File: src/rtl/arbiter_fixed_buffered.sv
// Fixed-priority N:1 arbiter (lowest index wins) into a 2-entry {data, src} buffer; 1-cycle push-to-output latency.
// in_ready follows the grant while fewer than two entries are held, and never looks at out_ready.
module arbiter_fixed_buffered #(
  parameter int N          = 8,
  parameter int DATA_WIDTH = 32,
  parameter int IDX_W      = $clog2(N)
) (
  input  logic                    clk,
  input  logic                    rst,
  input  logic [N-1:0]            in_valid,
  input  logic [N*DATA_WIDTH-1:0] in_data,
  output logic [N-1:0]            in_ready,
  output logic                    out_valid,
  output logic [DATA_WIDTH-1:0]   out_data,
  output logic [IDX_W-1:0]        out_src,
  input  logic                    out_ready
);

  logic [1:0]            r_count;
  logic                  r_wptr;
  logic                  r_rptr;
  logic [DATA_WIDTH-1:0] r_data [2];
  logic [IDX_W-1:0]      r_src  [2];

  logic [N-1:0]          w_grant;
  logic [IDX_W-1:0]      w_idx;
  logic [DATA_WIDTH-1:0] w_din;
  logic                  w_seen;
  logic                  w_push;
  logic                  w_pop;

  // Lowest-numbered requester wins; its payload is muxed alongside the grant.
  always_comb begin
    w_grant = '0;
    w_idx   = '0;
    w_din   = '0;
    w_seen  = 1'b0;
    for (int i = 0; i < N; i++) begin
      if (in_valid[i] && !w_seen) begin
        w_grant[i] = 1'b1;
        w_idx      = IDX_W'(i);
        w_din      = in_data[i*DATA_WIDTH +: DATA_WIDTH];
      end
      w_seen = w_seen | in_valid[i];
    end
  end

  assign in_ready  = (rst || r_count == 2'd2) ? '0 : w_grant;
  assign w_push    = |(in_valid & in_ready);
  assign out_valid = (r_count != 2'd0);
  assign w_pop     = out_valid & out_ready;
  assign out_data  = r_data[r_rptr];
  assign out_src   = r_src[r_rptr];

  always_ff @(posedge clk) begin
    if (rst) begin
      r_count  <= 2'd0;
      r_wptr   <= 1'b0;
      r_rptr   <= 1'b0;
      r_data[0] <= '0;
      r_data[1] <= '0;
      r_src[0]  <= '0;
      r_src[1]  <= '0;
    end else begin
      if (w_push) begin
        r_data[r_wptr] <= w_din;
        r_src[r_wptr]  <= w_idx;
        r_wptr         <= ~r_wptr;
      end
      if (w_pop) begin
        r_rptr <= ~r_rptr;
      end
      case ({w_push, w_pop})
        2'b10:   r_count <= r_count + 2'd1;
        2'b01:   r_count <= r_count - 2'd1;
        default: r_count <= r_count;
      endcase
    end
  end

endmodule
File: config.mk
export PLATFORM = sky130hd
export DESIGN_NAME = arbiter_fixed_buffered
export DESIGN_NICKNAME = d
export VERILOG_FILES = /design/src/rtl/arbiter_fixed_buffered.sv
export SDC_FILE = /design/constraint.sdc
export NUM_CORES = 1
export LEC_CHECK = 0
export CORE_ASPECT_RATIO = 1.1
export CORE_UTILIZATION = 41
export CTS_BUF_LIST = sky130_fd_sc_hd__clkbuf_16
export CTS_CLUSTER_DIAMETER = 150
export DETAILED_ROUTE_END_ITERATION = 8
export PLACE_DENSITY = 0.83
export REMOVE_ABC_BUFFERS = 1
export SETUP_SLACK_MARGIN = 0.15
export SKIP_CTS_REPAIR_TIMING = 1
export SYNTH_ARGS = -nofsm -noshare
export SYNTH_HDL_FRONTEND = slang
export SYNTH_SLANG_ARGS = --single-unit
export TNS_END_PERCENT = 50
File: constraint.sdc
create_clock -name clk -period 3.2 [get_ports clk]
set_clock_uncertainty 0.1 [all_clocks]
set_input_delay 0.32 -clock clk [delete_from_list [all_inputs] [get_ports clk]]
set_output_delay 0.32 -clock clk [all_outputs]
set_load 0.01 [all_outputs]
==> results.cfg, run 1 <==
[power_and_ir_drop]
p_total_mw = 4.36
pwr-share-clk_pct = 22.8
cell_internal_pwr_mw = 3.03
swShare_pct = 30.6
p_comb_share_pct = 44.2
ir_drop_mv = 0.364
switchingPower_mw = 1.33
seqPwrFrac_pct = 33.0
p_leak_nw = 3.40
pwr_density_cell_mw_per_mm2 = 455

[critical_path]
path_class = input port to output port
crit_fanout = 8
critPathBufInv = 2
required_ps = 2780
arrival_ps = 2290
path_cells = clkdlybuf4s50_1 > nor4_2 > nand3_2 > nor3_1 > clkdlybuf4s50_1
crit_family = buffers and inverters
worst_setup_path_end_kind = output port
slowest_stage = clkdlybuf4s50_1
crit_top_cell = clkdlybuf4s50_1
critPathMaxStageDelay_ps = 570
cp-start-kind = input port

[placed_design]
place_congestion = 0.909
dp_hpwl_mm = 17.5
io_buffer_count = 310
post-place-ws_ps = 334

[clocking]
cts_buffers = 9
cts.sinks = 75
clockBufferDepth = 2
htreeDepth = 3
cts.clk_slew.worst_paths_ps = 60
root_buffer = clkbuf_16
cts_tree = built
clock_latency_ps = 320

[final_layout]
syn_to_final_growth_pct = 61.2
fillCellCount = 1099
regArea_mm2 = 0.00220
final_nets = 1152
multiInputGateArea_mm2 = 0.00342
layout-drive-gt1-share_pct = 16.0
diodes = 0

[floorplan]
die_w_um = 117
placementRows = 45
die_h_um = 128
io_pins = 311
die_area_mm2 = 0.0150
fp.coreArea_mm2 = 0.0140
start_util_pct = 42.6

[detailed_routing]
route.met3.wl_mm = 2.13
wl_met2_mm = 11.8
vias = 6191
detail_route.wl_per_cell_um = 21.7
wl_met1_mm = 8.80
dr.first_iter.drc_count = 575
drt_first_pass_iters = 6
wl_mm = 23.4
drc = 0
viasPerCell = 5.75
ant_nets = 0
routed.top_layer = met4

[sta]
maxSlewHeadroom_pct = 37.3
setup_tns_ps = 0
rsz0062_at_grt = no
hold_violations = 0
fin_crit_ps = 2710
period_share_pct = 84.7
finalSetupViolations = 0
max_freq_mhz = 369
max_slew.worst_pin.slew_ps = 939
timing.final.ws_setup_ps = 491
hold_ws_ps = 390
drv_slew = 0

[synth]
ys_warn_count = 0
ys_seq_area_share_pct = 37.0
synthDistinctLibCells = 51
synth-edff-count = 70
synthFlopType = edfxtp_1
ys_async_sr_fraction_pct = 0
ys_seq_elements = 75
synth.avg_cell_area_um2 = 10.1
postSynthCellCount = 587
netlist_area_mm2 = 0.00594

[run]
drv_cap = 0

[worst_hold_path]
hold_class = register to register

[global_routing]
grt_overflow = 0
grt_max_degree = 36
grt_first_pass_wirelength_mm = 34.5
grt_usage_pct = 31.2
grt_pass1_vias = 6288
antenna_found_initial = 0

[status]
status = complete, no violations
-- worst register-to-register path, stage by stage, from the launching register on --
cell      delay (ps)
dfxtp_1          400
inv_1             80
a21oi_1          200
o31a_1           280
nand3b_2         140
nand2b_2         100
buf_4            430
-- cell families after synthesis --
family                     count (synthesis)  synth area share [%]
xor gates and xnor gates                   3                 0.442
DFF                                       75                  37.0
AOI/OAI and AO/OA                        174                  30.6
and+or+nand+nor                          226                  17.5
adders and majority gates                  1                 0.210
buffers and inverters                     64                  6.00
muxes                                     44                  8.15
-- final cells by class --
| cell class | count | share of cell area (%) |
|---|---|---|
| clock inverters | 7 | 0.705 |
| inverters | 6 | 0.235 |
| clock buffers | 9 | 2.35 |
| flip-flops and latches | 75 | 23.0 |
| well taps | 188 | 2.45 |
| repair buffers | 344 | 35.6 |
| multi-input cells | 448 | 35.7 |
-- registers in the layout (all words and copies together) (netlist names), named ones only --
signal,flops
r_data,64
r_src,6
r_count,2
r_rptr,1
r_wptr,1
-- metal layers --
layer / global-route usage [%] / vias to the layer above
li1: - / 2867
met3: 7.23 / 53
met1: 37.3 / 2944
met2: 54.7 / 327
met4: 10.4 / 0
met5: 0 / -
-- through the flow --
step / utilization (%) / instances / area [um^2]
after floorplan: - / 529 / 5610
after CTS: 68.6 / 1077 / 9580
after global routing: 68.6 / 1077 / 9580
after global placement: 66.5 / 1061 / 9290
final: 68.6 / 1077 / 9580
after detailed placement: 66.5 / 1061 / 9290
-- power by group through the flow --
stage               Sequential, mW  Clock, mW  Combinational, mW
global placement              1.45          0               1.89
detailed placement            1.46          0               1.91
global route                  1.46       1.04               2.05
finish                        1.44      0.993               1.93
floorplan                     1.44          0              0.830
CTS                           1.44       1.00               1.93
-- cells in the mapped netlist, drive strengths merged (4+ instances only) --
cell | count | area [um^2]
a221oi | 23 | 327
o21ai | 15 | 75.1
a21oi | 5 | 25.0
nor2 | 81 | 320
a32oi | 9 | 78.8
o221ai | 9 | 78.8
mux2i | 9 | 90.1
nand2 | 66 | 248
buf | 31 | 233
mux2 | 35 | 394
a22oi | 41 | 308
o22ai | 22 | 138
o21a | 21 | 158
a2111oi | 21 | 566
clkbuf | 27 | 101
inv | 6 | 22.5
dfxtp | 5 | 100
nor2b | 4 | 25.0
nand2b | 14 | 87.6
edfxtp | 70 | 2100
nor3 | 47 | 246
-- placed cells by master, fill, tap and decap left out, types with 2 or more instances in the layout --
master	Yosys	routed
clkdlybuf4s50_1	0	308
nor2_1	80	80
edfxtp_1	70	70
nand2_1	66	66
nor3_1	46	45
a22oi_1	41	41
mux2_2	35	35
buf_4	8	29
o22ai_1	22	22
o21a_1	21	21
a221oi_2	20	20
a2111oi_4	20	20
o21ai_0	14	14
nand2b_1	14	11
mux2i_1	9	9
o221ai_1	9	9
a32oi_1	9	9
clkbuf_16	0	9
inv_1	6	6
a21oi_1	5	5
buf_12	2	5
dfxtp_1	5	4
nor2b_1	4	3
nand2b_2	0	3
a221oi_1	3	3
and2_1	2	2
and3_1	2	2
o31ai_1	2	2
or3_1	2	2
xnor2_1	2	2
clkinv_2	0	2
clkinvlp_4	0	2
buf_2	13	2
-- final timing paths --
path	cells after the start	slack, ps	endpoint	startpoint
min	2	390	r_wptr	r_wptr
min reg2reg	2	390	r_wptr	r_wptr
max reg2reg	6	1110	r_data[1][30]	r_count[0]
max	5	490	in_ready[7]	in_valid[1]
Power figures use the tool's default switching activity.
==> run 2: changes to the inputs <==
--- a/config.mk
+++ b/config.mk
@@ -6,11 +6,11 @@
 export NUM_CORES = 1
 export LEC_CHECK = 0
 export CORE_ASPECT_RATIO = 1.1
-export CORE_UTILIZATION = 41
+export CORE_UTILIZATION = 37
 export CTS_BUF_LIST = sky130_fd_sc_hd__clkbuf_16
 export CTS_CLUSTER_DIAMETER = 150
 export DETAILED_ROUTE_END_ITERATION = 8
-export PLACE_DENSITY = 0.83
+export PLACE_DENSITY = 0.79
 export REMOVE_ABC_BUFFERS = 1
 export SETUP_SLACK_MARGIN = 0.15
 export SKIP_CTS_REPAIR_TIMING = 1
==> constraint.sdc (replaced) <==
create_clock -name clk -period 2.19 [get_ports clk]
set_clock_uncertainty 0.1 [all_clocks]
set_input_delay 0.219 -clock clk [delete_from_list [all_inputs] [get_ports clk]]
set_output_delay 0.219 -clock clk [all_outputs]
set_load 0.01 [all_outputs]
==> results.cfg, run 2 (synthesis gave the netlist of run 1 again) <==
[final_layout]
fin_area_mm2 = 0.0102
largest_register = r_data
syn_to_final_growth_pct = 72.1
final_util_pct = 65.3
layout-drive-gt1-share_pct = 21.5
diodes = 0
layout.cells.non_filler = 1135
final_nets = 1198
largest_reg_flops = 64
reg_top3 = r_data: 64 flops, r_src: 6 flops, r_count: 2 flops
layout_common_cells = clkdlybuf4s50_1 (297), nor2_1 (77), edfxtp_1 (70)
mostFrequentLayoutCell = clkdlybuf4s50_1

[critical_path]
required_ps = 1870
slowest_stage = clkdlybuf4s50_1
cp-start-kind = register
path_cells = buf_12 > mux2_2 > clkdlybuf4s50_1
path_class = register to output port
worst_setup_path_end_kind = output port
r2r-end = r_count[1]
crit_fanout = 35
reg2reg_from = r_count[0]
critPathCapture = out_data[21]
critPathMaxStageDelay_ps = 520
reg2reg_depth = 8
arrival_ps = 1820
r2r_slack_ps = 240

[placed_design]
place_congestion = 0.899
dpl_cell_area_mm2 = 0.00979
dp_hpwl_mm = 18.0
io_buffer_count = 310
dp_cells = 1113
post-place-ws_ps = -350

[global_routing]
grt_overflow = 0
grt_first_pass_wirelength_mm = 35.3
grt_usage_pct = 29.1
grt_pass1_vias = 6474
antenna_found_initial = 0
grt_max_degree = 36

[detailed_routing]
ant_nets = 0
drt_first_pass_iters = 6
drc = 0
vias = 6386
dr.first_iter.drc_count = 566
detail_route.wl_per_cell_um = 21.5
wl_mm = 24.4
viasPerCell = 5.63

[floorplan]
die_h_um = 135
fp.coreArea_mm2 = 0.0157
die_w_um = 123
start_util_pct = 37.9
io_pins = 311
placementRows = 48
die_area_mm2 = 0.0166

[power_and_ir_drop]
ir_drop_mv = 0.767
pwr_density_cell_mw_per_mm2 = 656
p_total_mw = 6.71
p_leak_nw = 3.86

[sta]
rsz0062_at_grt = yes
hold_violations = 0
period_share_pct = 97.7
timing.final.ws_setup_ps = 50.8
fin_crit_ps = 2140
setup_tns_ps = 0
finalSetupViolations = 0
maxSlewHeadroom_pct = 71.6
max_freq_mhz = 467
hold_ws_ps = 412
drv_slew = 0
max_slew.worst_pin.slew_ps = 422

[clocking]
htreeDepth = 3
clock_latency_ps = 340
cts_buffers = 9
cts.clk_slew.worst_paths_ps = 50
clockBufferDepth = 2
cts_tree = built
root_buffer = clkbuf_16
cts.sinks = 75

[worst_hold_path]
hold_class = register to register

[status]
status = complete, no violations

[run]
drv_cap = 0
[run 2: cell types whose count changed in the layout (fill, tap and decap cells not counted), sizes merged]
cell           change
clkbuf             +1
bufinv             +1
inv                +1
buf               +47
dlymetal6s2s       +9
clkdlybuf4s50     -11
clkinvlp           -2
[run 2: layer usage]
metal,vias up,track usage (%),wire (um)
met5,-,0,0
met3,68,4.69,1680
met4,0,13.6,898
li1,2948,-,-
met1,3055,36.0,9730
met2,315,49.0,12100
[run 2: cell type report]
class / count / area, um^2
fillers: 1270 / 5450
repair buffers: 390 / 3970
multi-input cells: 448 / 3470
flip-flops and latches: 75 / 2200
well taps: 200 / 250
clock buffers: 9 / 225
clock inverters: 7 / 85.1
inverters: 6 / 22.5
[run 2: worst min-delay path by stage]
stage          depth (start not counted)         end  slack, ps   startpoint
2_1_floorplan                          1  r_count[1]        190          rst
3_3_place_gp                           2      r_wptr        370       r_wptr
3_5_place_dp                           2      r_wptr        380       r_wptr
4_1_cts                                3      r_wptr        300  in_valid[6]
5_1_grt                                2      r_wptr        430       r_wptr
6_report                               2      r_wptr        410       r_wptr
[run 2: power by group]
part	internal, mW	switching, mW	leakage, nW	total [mW]
clock network	0.984	0.564	0.159	1.55
registers	1.95	0.0946	0.780	2.04
logic	1.76	1.36	2.92	3.12
total	4.69	2.02	3.86	6.71
[run 2: worst max-delay path, delay by kind of cell (launching register included)]
family | cells | cell delay [ps]
buf+inv | 2 | 750
mux | 1 | 390
flops | 1 | 340
